$ cat config.mk
export PLATFORM = sky130hd
export DESIGN_NAME = piso_shift_register
export DESIGN_NICKNAME = d
export VERILOG_FILES = /design/src/rtl/shift_pkg.sv /design/src/rtl/shift_bit_counter.sv /design/src/rtl/piso_shift_register.sv
export SDC_FILE = /design/constraint.sdc
export NUM_CORES = 1
export LEC_CHECK = 0
export CORE_AREA = 2 2 39 41
export CTS_BUF_LIST = sky130_fd_sc_hd__clkbuf_2
export CTS_CLUSTER_DIAMETER = 200
export DETAILED_ROUTE_END_ITERATION = 10
export DIE_AREA = 0 0 41 43
export PLACE_DENSITY = 0.46
export SLEW_MARGIN = 0
export SYNTH_ARGS = -nofsm -noshare
export SYNTH_HDL_FRONTEND = slang
export SYNTH_HIERARCHICAL = 1
export SYNTH_SLANG_ARGS = --single-unit
$ cat constraint.sdc
create_clock -name clk -period 1.4 [get_ports clk]
set_input_delay 0.21 -clock clk [delete_from_list [all_inputs] [get_ports clk]]
set_output_delay 0.21 -clock clk [all_outputs]
set_load 0.1 [all_outputs]
$ cat src/rtl/shift_pkg.sv
// Shared definitions for the serial shift-register family (PISO/SIPO).
// Holds state encodings, the counter-width helper and the default word width.
package shift_pkg;

    localparam int unsigned DEFAULT_WIDTH = 4;

    typedef enum logic [1:0] {
        ST_IDLE  = 2'd0,
        ST_SHIFT = 2'd1,
        ST_PAR   = 2'd2
    } state_t;

    // Ceiling log2; returns at least 1 so a counter always has one bit.
    function automatic int unsigned clog2(input int unsigned value);
        int unsigned result;
        result = 1;
        for (int unsigned i = 1; i < 32; i++) begin
            if ((32'd1 << i) < value) begin
                result = i + 1;
            end
        end
        return result;
    endfunction

endpackage

$ cat src/rtl/shift_bit_counter.sv
// Bit counter for the shift FSM: synchronous clear on load, count on enable,
// wraps after WIDTH-1 and flags the terminal count.
module shift_bit_counter
    import shift_pkg::*;
#(
    parameter int unsigned WIDTH = DEFAULT_WIDTH
) (
    input  logic clk,
    input  logic reset,
    input  logic i_load,
    input  logic i_en,
    output logic o_tc
);

    localparam int unsigned CW = clog2(WIDTH);

    logic [CW-1:0] r_count;
    logic          w_tc;

    assign w_tc = (r_count == CW'(WIDTH - 1));
    assign o_tc = w_tc;

    always_ff @(posedge clk or negedge reset) begin
        if (!reset) begin
            r_count <= '0;
        end else if (i_load) begin
            r_count <= '0;
        end else if (i_en) begin
            r_count <= w_tc ? '0 : r_count + 1'b1;
        end
    end

endmodule

$ cat src/rtl/piso_shift_register.sv
// Parallel-in serial-out shift register with valid/ready load handshake.
// Optional even-parity trailer bit when PISO_PARITY_EN is defined.
module piso_shift_register
    import shift_pkg::*;
#(
    parameter int unsigned WIDTH     = DEFAULT_WIDTH,
    parameter bit          MSB_FIRST = 1'b1
) (
    input  logic             clk,
    input  logic             reset,
    input  logic             load_valid,
    output logic             load_ready,
    input  logic [WIDTH-1:0] parallel_in,
    output logic             serial_out,
    output logic             serial_valid,
    output logic             busy,
    output logic             done
);

    state_t           r_state;
    state_t           w_next_state;
    logic [WIDTH-1:0] r_shift;
    logic             r_serial_out;
    logic             w_load_ready;
    logic             w_accept;
    logic             w_tc;
    logic             w_first_bit;
    logic             w_head;
    logic [WIDTH-1:0] w_load_rest;
    logic [WIDTH-1:0] w_shifted;
`ifdef PISO_PARITY_EN
    logic             r_parity;
`endif

    shift_bit_counter #(
        .WIDTH (WIDTH)
    ) u_bit_counter (
        .clk    (clk),
        .reset  (reset),
        .i_load (w_accept),
        .i_en   (r_state == ST_SHIFT),
        .o_tc   (w_tc)
    );

    // r_shift holds only the bits still to be sent; the bit on the wire lives in r_serial_out.
    assign w_first_bit = MSB_FIRST ? parallel_in[WIDTH-1] : parallel_in[0];
    assign w_load_rest = MSB_FIRST ? {parallel_in[WIDTH-2:0], 1'b0} : {1'b0, parallel_in[WIDTH-1:1]};
    assign w_head      = MSB_FIRST ? r_shift[WIDTH-1] : r_shift[0];
    assign w_shifted   = MSB_FIRST ? {r_shift[WIDTH-2:0], 1'b0} : {1'b0, r_shift[WIDTH-1:1]};

`ifdef PISO_PARITY_EN
    assign w_load_ready = (r_state == ST_IDLE) | (r_state == ST_PAR);
    assign done         = (r_state == ST_PAR);
`else
    assign w_load_ready = (r_state == ST_IDLE) | ((r_state == ST_SHIFT) & w_tc);
    assign done         = (r_state == ST_SHIFT) & w_tc;
`endif

    assign w_accept     = load_valid & w_load_ready;
    assign load_ready   = w_load_ready;
    assign serial_valid = (r_state != ST_IDLE);
    assign busy         = (r_state != ST_IDLE);
    assign serial_out   = r_serial_out;

    always_ff @(posedge clk or negedge reset) begin
        if (!reset) begin
            r_state <= ST_IDLE;
        end else begin
            r_state <= w_next_state;
        end
    end

    always_comb begin
        w_next_state = r_state;
        case (r_state)
            ST_IDLE: begin
                if (w_accept) w_next_state = ST_SHIFT;
            end
            ST_SHIFT: begin
                if (w_tc) begin
`ifdef PISO_PARITY_EN
                    w_next_state = ST_PAR;
`else
                    w_next_state = w_accept ? ST_SHIFT : ST_IDLE;
`endif
                end
            end
            ST_PAR: begin
                w_next_state = w_accept ? ST_SHIFT : ST_IDLE;
            end
            default: begin
                w_next_state = ST_IDLE;
            end
        endcase
    end

    always_ff @(posedge clk or negedge reset) begin
        if (!reset) begin
            r_shift      <= '0;
            r_serial_out <= 1'b0;
`ifdef PISO_PARITY_EN
            r_parity     <= 1'b0;
`endif
        end else if (w_accept) begin
            r_shift      <= w_load_rest;
            r_serial_out <= w_first_bit;
`ifdef PISO_PARITY_EN
            r_parity     <= ^parallel_in;
`endif
        end else if ((r_state == ST_SHIFT) && !w_tc) begin
            r_shift      <= w_shifted;
            r_serial_out <= w_head;
        end else if ((r_state == ST_SHIFT) && w_tc) begin
            r_shift      <= '0;
`ifdef PISO_PARITY_EN
            r_serial_out <= r_parity;
`else
            r_serial_out <= 1'b0;
`endif
        end else begin
            r_shift      <= '0;
            r_serial_out <= 1'b0;
        end
    end

endmodule

## Word level (Yosys, flattened, before mapping)

Cells that the tools add are included.

| operators by class | value |
|---|---|
| add/sub/neg operators | 1 |
| equality and inequality tests | 5 |
| mux-type cells | 11 |
| bitwise operators | 3 |
| reductions and logical operators | 6 |

Operators with widths:

| operator | number |
|---|---|
| $mux 2 | 5 |
| $mux 4 | 2 |
| $pmux 2 s3 | 1 |
| $eq 2x2->1 const B | 2 |
| $ne 2x2->1 const B | 2 |
| $reduce_bool 2->1 | 2 |
| $mux 1 | 3 |
| $add 2x1->2 const B | 1 |
| $and 1x1->1 | 2 |
| $eq 2x1->1 const B | 1 |
| $logic_not 2->1 | 1 |
| $reduce_and 2->1 | 1 |
| $logic_and 1x1->1 | 1 |
| $logic_not 1->1 | 1 |
| $or 1x1->1 | 1 |

| storage, ports and cells | value |
|---|---|
| flip-flop bits (word level) | 9 |
| input port bits | 7 |
| output and inout port bits | 5 |

## Logic depth before layout (Yosys ltp)

Gate-level depths: netlist (run 1).

| depth | value |
|---|---|
| depth in word-level cells | 7 |
| gate-level depth with buffers | 5 |

## Cells and area by module

The synthesis (run 1) kept the hierarchy.

By module, submodules not included:

| module | instances | cells an instance | area each (um^2) | seq. area each (um^2) |
|---|---|---|---|---|
| piso_shift_register | 1 | 21 | 224.0 | 125.1 |
| shift_bit_counter | 1 | 8 | 100.1 | 50.0 |

## Worst setup path after synthesis (run 1)

No wires, ideal clock.

| timing | value |
|---|---|
| path type | register to output |
| start point | reg r_state[0] |
| end point | out done |
| data arrival time | 1.889 ns |
| required time | 1.190 ns |
| slack | -0.699 ns |
| stages on the path, launching flop included | 2 |
| path buffers | 0 |
| path through | dfrtp_1 > and2_1 |

| on the way | value |
|---|---|
| word-level cells in the longest chain between the ends | 2 |

RTL lines:

| item | RTL line | source |
|---|---|---|
| start: declaration | piso_shift_register.sv:20 | `state_t r_state;` |
| start signal: assignment | piso_shift_register.sv:69 | `r_state <= w_next_state;` |
| $eq 2x1->1 | piso_shift_register.sv:56 | `assign done = (r_state == ST_SHIFT) & w_tc;` |
| $and 1x1->1 | piso_shift_register.sv:56 |  |
| end: declaration | piso_shift_register.sv:17 | `output logic done` |

No other way between the ends.

## Worst setup path in the final report (run 1)

| timing | value |
|---|---|
| start point | reg u_bit_counter.r_count[0] |
| end point | out load_ready |

| on the way | value |
|---|---|
| word-level cells in the longest chain between the ends | 3 |

RTL lines:

| item | RTL line | source |
|---|---|---|
| start: declaration | shift_bit_counter.sv:17 | `logic [CW-1:0] r_count;` |
| start signal: assignment | shift_bit_counter.sv:29 | `r_count <= w_tc ? '0 : r_count + 1'b1;` |
| $eq 2x2->1 | shift_bit_counter.sv:20 | `assign w_tc = (r_count == CW'(WIDTH - 1));` |
| named net w_tc | piso_shift_register.sv:26 | `logic w_tc;` |
| $and 1x1->1 | piso_shift_register.sv:55 | `assign w_load_ready = (r_state == ST_IDLE) \| ((r_state == ST_SHIFT) & w_tc);` |
| $or 1x1->1 | piso_shift_register.sv:55 |  |
| end: declaration | piso_shift_register.sv:12 | `output logic load_ready,` |

The timed path passes the listed nets, and every way through them passes these cells.

==> qor.csv, run 1 <==
stage;metric;value;unit
outcome;status;complete, but fails checks;
outcome;failing checks;setup timing;
clocking;CTS max path bufs;2;
logic_synthesis;post-synth top area cell;dfrtp_1;
finish;Util after Layout;40.6;%
global_routing;vias in the first global route;272;
sta;fin crit period;1.42;ns
sta;Min Hold Slack;0.230;ns
critical_path;crit-path max FO;4;
logic_synthesis;Net Count, Synth;37;
die;DIE AREA;0.00176;mm2
flow_run;MaxCap Viol Count;0;
critical_path;Worst path slowest cell;dfrtp_1;
die;Starting Density;23.4;%
worst_hold_path;HP Class;in2async;
die;chip height;43;um
logic_synthesis;Seq/Total Area, Yosys;54.1;%
global_routing;Tot GR Track Use;11.4;%
detailed_routing;WL/cell;11.2;um
logic_synthesis;most frequent cells after synthesis;dfrtp_1 (7), nand2_1 (3), nand3b_1 (3), o21ai_0 (3);
logic_synthesis;Mapped Area;324;um2
global_routing;initial antenna violation count;0;
critical_path;reg2reg setup slack;0.11;ns
sta;Worst Slack Setup Final;-0.0160;ns
logic_synthesis;Yosys reg bits;7;
die;# rows;14;
logic_synthesis;Synth top area share;54.1;%
placed_design;Final HPWL DP;484;um
logic_synthesis;most frequent cell after synthesis;dfrtp_1;
sta;worst slew pin tran;0.327;ns
clocking;Root Buffer;clkbuf_2;
placed_design;Final GP Congestion;0.790;
global_routing;first-pass GRT wire length;1220;um
logic_synthesis;synth unique cells;15;
critical_path;Worst setup SP type;flop;
clocking;Clock Latency Late Sink;0.23;ns
critical_path;crit-path max cell delay;0.41;ns
detailed_routing;DRT iter0 DRCs;4;
clocking;Hold Buf Count CTS;0;
sta;post-route clock period utilization;101;%
critical_path;crit path cell chain;ha_4, nor2b_4, inv_6, buf_12;
detailed_routing;DR vias;264;
placed_design;DP Area;507;um2
detailed_routing;Detail Route Antenna Nets;0;
clocking;Reg clk slew, reported paths;0.08;ns
detailed_routing;DRT Wirelength;693;um
detailed_routing;DRC Markers;0;
sta;Max-slew headroom;78.1;%
clocking;depth of the CTS H-tree;1;
critical_path;Critical Path AT;1.21;ns
sta;unrepaired setup endpoints after global routing;yes;
clocking;# clock sinks;7;
critical_path;Crit path max-delay family;flip-flops;
detailed_routing;1st-pass router iterations;4;
logic_synthesis;Post-synth EDFFs;0;
finish;post-route insts no fill;62;
die;die span in x;41;um
sta;fmax;706;MHz
logic_synthesis;Synth area leaders;dfrtp_1 (54%), nand3b_1 (6.9%), o21ai_0 (4.6%);
critical_path;Worst EP required;1.19;ns
sta;Hold Fails Final Rpt;0;
finish;Synth-to-Final Area Change;73.4;%
logic_synthesis;Async S/R FF share, synth;100;%
global_routing;grt total ovfl;0;
global_routing;largest net degree at the start of global routing;11;
sta;Final Skew;0.0110;ns
finish;Inserted Diodes;0;
logic_synthesis;Post-synth top flop;dfrtp_1;
finish;Final nets;55;
critical_path;crit end category;primary output;
placed_design;placed insts;55;
logic_synthesis;Cells after Synth;29;
critical_path;Critical Setup Path Class;reg2out;
finish;post-route cell area;562;um2
sta;Final Max Slew Viols;0;
logic_synthesis;Yosys Warn Count;6;
finish;layout cells sized above 1;39.1;%
detailed_routing;vias per cell;4.26;
clocking;CTS tree;built;
sta;endpoints failing setup;1;
die;Top Ports;12;
placed_design;Buffers on Ports;11;
die;core area;0.00138;mm2
logic_synthesis;syn avg cell area;11.2;um2
critical_path;crit path buf inv count;2;
clocking;CTS Buf Count;3;
-- sequential cells by signal, summed over array words and instances, names as in the netlist --
name                   count
r_shift                    3
u_bit_counter/r_count      2
serial_out                 1
r_state                    1
-- final cells by class --
cell class                 instances  area [um2]
clock buffer                       4        20.0
inverter                           1        8.76
multi-input combinational         20         151
timing repair buffer              14         183
tap                               16        20.0
sequential                         7         179
fill                             142         822
-- layer usage --
metal | track usage [%] | vias to the layer above | part of all wire, %
met3 | 5.24 | 0 | 8.1
met2 | 15.6 | 12 | 52
met1 | 12.3 | 120 | 40
met5 | 0 | - | 0
met4 | 10.0 | 0 | 0
li1 | - | 132 | -
-- layout by cell type, fill, tap and decap left out, types with 2 or more instances in the layout --
cell type / instances
clkdlybuf4s50_1: 6
dfrtp_1: 6
buf_12: 5
clkbuf_2: 4
nand2_1: 3
nand3b_1: 3
o21ai_0: 3
buf_4: 3
nand2b_1: 2
-- repair_timing --
action,in CTS,in global routing
buffers inserted,3,0
gates resized for setup,2,0
gates cloned,0,0
setup endpoints to repair,2,2
pin swaps,1,1
-- worst paths after layout --
check                      cells after the start                              endpoint                                  from
min                                            1                  r_shift[2]$_DFF_PN0_                                 reset
max in group asynchronous                      1                r_state[0]$_DFFE_PN0P_                                 reset
min reg2reg                                    2                  serial_out$_DFF_PN0_                  r_shift[3]$_DFF_PN0_
max                                            4                            load_ready  u_bit_counter/r_count[0]$_DFFE_PN0P_
max reg2reg                                    6  u_bit_counter/r_count[0]$_DFFE_PN0P_  u_bit_counter/r_count[0]$_DFFE_PN0P_
min in group clk                               2                  serial_out$_DFF_PN0_                  r_shift[3]$_DFF_PN0_
-- kinds of logic (layout without fill, tap and decap cells) --
| logic type | Yosys count | in the layout | share of synthesized area, % |
|---|---|---|---|
| adder cells (fa/ha/maj) | 1 | 1 | 3.86 |
| buffers and inverters | 2 | 19 | 3.47 |
| multiplexers | 1 | 1 | 3.09 |
| flip-flops | 7 | 7 | 54.1 |
| AND/OR/NAND/NOR | 14 | 14 | 28.2 |
| AO/OA/AOI/OAI | 4 | 4 | 7.34 |
-- metrics by stage --
| stage | setup WS (ns) | TNS, ns |
|---|---|---|
| 4_1_cts | -0.0436 | -0.0565 |
| 3_5_place_dp | 0.125 | 0 |
| 2_1_floorplan | 0.0208 | 0 |
| 5_1_grt | -0.0995 | -0.153 |
| 3_3_place_gp | 0.135 | 0 |
| 6_report | -0.0160 | -0.0160 |
-- worst register-to-register path: stages (launching register included) --
cell and delay (ns):
dfrtp_1 0.41, ha_4 0.19, nor2b_4 0.18, inv_6 0.05, buf_4 0.13, and2_1 0.17, a21oi_2 0.10
Power of run 1 is left out: the tool's default activity adds up to more than one toggle a clock period on the data nets, which glitch-free logic cannot reach.
==> inputs of run 2 (changes only) <==
CTS_CLUSTER_SIZE = 40   (was unset)
PLACE_DENSITY = 0.56   (was 0.46)
clock period = 1.7 ns   (was 1.4 ns; I/O delays follow)
==> run 2 against run 1 <==
The flow now finishes without violations. Worst hold slack improved by 0.042 ns. Clock skew fell by 0.0094 ns. Sequential share of layout area increased by 2.1 points. Design area shrank 7.6%. Wire length shrank 18%. Via count fell by 8.0%. Count of clock-buffer cells in the layout decreased by 1. Die area stayed put. Cell count fell by 4.8%. Non-clock buffer count is 3 lower. Largest cell class is now flip-flops and latches.
==> qor.csv, run 2 (synthesis results as in run 1) <==
stage;metric;value;unit;change
outcome;status;complete, no violations;;was complete, but fails checks
sta;Worst Slack Setup Final;0.114;ns;was -0.0160 ns
finish;biggest regs;r_shift x3, u_bit_counter/r_count x2;;unchanged
clocking;CTS resizes;0;;was 2
detailed_routing;1st-pass router iterations;2;;was 4
clocking;Post-CTS Repair Setup Buffers;0;;was 3
critical_path;crit-path max FO;6;;was 4
global_routing;vias in the first global route;239;;was 272
critical_path;reg2reg setup slack;0.42;ns;was 0.11 ns
finish;commonest cells after routing, fill and taps aside;clkdlybuf4s50_1 (6), dfrtp_1 (6), buf_12 (5);;was clkdlybuf4s50_1 (6), dfrtp_1 (6), buf_12 (5), clkbuf_2 (4)
critical_path;CP Capture Point;load_ready;;unchanged
finish;Synth-to-Final Area Change;60.2;%;was 73.4%
global_routing;Tot GR Track Use;9.39;%;was 11.4%
global_routing;initial antenna violation count;0;;unchanged
die;# rows;14;;unchanged
sta;unrepaired setup endpoints after global routing;no;;was yes
finish;Fill cells;136;;was 142
detailed_routing;DRT iter0 DRCs;1;;was 4
critical_path;Register-to-Register Path Depth;5;;was 6
placed_design;Final GP Congestion;0.641;;was 0.790
die;core area;0.00138;mm2;unchanged
finish;Multi-input gate area;139;um2;was 151 um2
flow_run;MaxCap Viol Count;0;;unchanged
die;Top Ports;12;;unchanged
finish;Final nets;52;;was 55
placed_design;Final HPWL DP;439;um;was 484 um
placed_design;pre-CTS setup slack;0.372;ns;was 0.125 ns
finish;max reg flops;3;;unchanged
detailed_routing;DRT Wirelength;571;um;was 693 um
detailed_routing;DR vias;243;;was 264
clocking;Hold Buf Count CTS;0;;unchanged
sta;endpoints failing setup;0;;was 1
die;die span in x;41;um;unchanged
sta;Final Max Slew Viols;0;;unchanged
sta;fin crit period;1.59;ns;
sta;fmax;630;MHz;
sta;post-route clock period utilization;93.3;%;
detailed_routing;DRC Markers;0;;unchanged
clocking;Reg clk slew, reported paths;0.08;ns;about the same
sta;Total Neg Setup Slack;0;ns;was -0.0160 ns
die;Starting Density;23.4;%;unchanged
critical_path;RR Startpoint;u_bit_counter/r_count[0]$_DFFE_PN0P_;;unchanged
sta;Hold Fails Final Rpt;0;;unchanged
critical_path;Worst Setup SP;u_bit_counter/r_count[0]$_DFFE_PN0P_;;unchanged
clocking;# clock sinks;7;;unchanged
clocking;depth of the CTS H-tree;1;;unchanged
critical_path;FF-to-FF End;u_bit_counter/r_count[1]$_DFFE_PN0P_;;was u_bit_counter/r_count[0]$_DFFE_PN0P_
detailed_routing;WL/cell;9.68;um;was 11.2 um
finish;register name with the most flops;r_shift;;unchanged
global_routing;grt total ovfl;0;;unchanged
placed_design;Buffers on Ports;11;;unchanged
critical_path;Critical Setup Path Class;reg2out;;unchanged
global_routing;first-pass GRT wire length;1000;um;was 1220 um
sta;Max-slew headroom;77.5;%;was 78.1%
detailed_routing;Detail Route Antenna Nets;0;;unchanged
clocking;Clock Latency Late Sink;0.24;ns;was 0.23 ns
die;DIE AREA;0.00176;mm2;unchanged
critical_path;Critical Path AT;1.33;ns;was 1.21 ns
critical_path;crit end category;primary output;;unchanged
finish;layout cells sized above 1;32.6;%;was 39.1%
sta;worst slew pin tran;0.337;ns;was 0.327 ns
critical_path;Worst setup SP type;flop;;unchanged
detailed_routing;vias per cell;4.12;;was 4.26
clocking;CTS tree;built;;unchanged
clocking;CTS Buf Count;3;;unchanged
finish;Inserted Diodes;0;;unchanged
finish;storage element area;176;um2;was 179 um2
sta;Final Skew;0.00162;ns;was 0.0110 ns
clocking;Root Buffer;clkbuf_2;;unchanged
worst_hold_path;HP Class;in2async;;unchanged
critical_path;Worst EP required;1.44;ns;was 1.19 ns
die;chip height;43;um;unchanged
clocking;CTS max path bufs;2;;unchanged
global_routing;largest net degree at the start of global routing;11;;unchanged
run 2: changes by cell type in the layout (fill, tap and decap cells not counted), sizes merged:
cell and change:
buf -3, clkbuf -1, clkinv +1
run 2: final cells by class:
class	count	area share (%)
Clock buffer	3	2.89
Clock inverter	1	0.964
Inverter	1	0.723
Timing Repair Buffer	11	30.8
Tap cell	16	3.86
Multi-Input combinational cell	20	26.7
Sequential cell	7	34.0
run 2: worst min-delay path by stage:
stage                          from                   end  slack (ns)  cells past startpoint
2_1_floorplan                 reset  r_shift[1]$_DFF_PN0_       -0.04                      0
3_3_place_gp   r_shift[2]$_DFF_PN0_  r_shift[3]$_DFF_PN0_        0.47                      2
3_5_place_dp   r_shift[2]$_DFF_PN0_  r_shift[3]$_DFF_PN0_        0.48                      2
4_1_cts                       reset  r_shift[3]$_DFF_PN0_        0.27                      1
5_1_grt                       reset  r_shift[3]$_DFF_PN0_        0.28                      1
6_report                      reset  r_shift[3]$_DFF_PN0_        0.27                      1
run 2: per-stage QoR:
| step | hold slack, ns | instances | area [um2] | util (%) |
|---|---|---|---|---|
| detailed placement | 0.480 | 55 | 499 | 36.1 |
| global route | 0.280 | 59 | 519 | 37.5 |
| floorplan | -0.0406 | 29 | 327 | - |
| CTS | 0.274 | 59 | 519 | 37.5 |
| global placement | 0.472 | 55 | 499 | 36.1 |
| finish | 0.272 | 59 | 519 | 37.5 |
run 2: critical path: stages, from the launching register on:
cell	delay [ns]
dfrtp_1	0.41
ha_1	0.28
nor2b_4	0.16
inv_2	0.07
buf_12	0.16
run 2: layer usage:
| metal | global-route usage, % | wire [um] |
|---|---|---|
| met4 | 10.0 | 0 |
| met5 | 0 | 0 |
| met3 | 3.14 | 35 |
| met2 | 10.3 | 262 |
| met1 | 12.8 | 272 |
Power of run 2 is left out for the same reason.
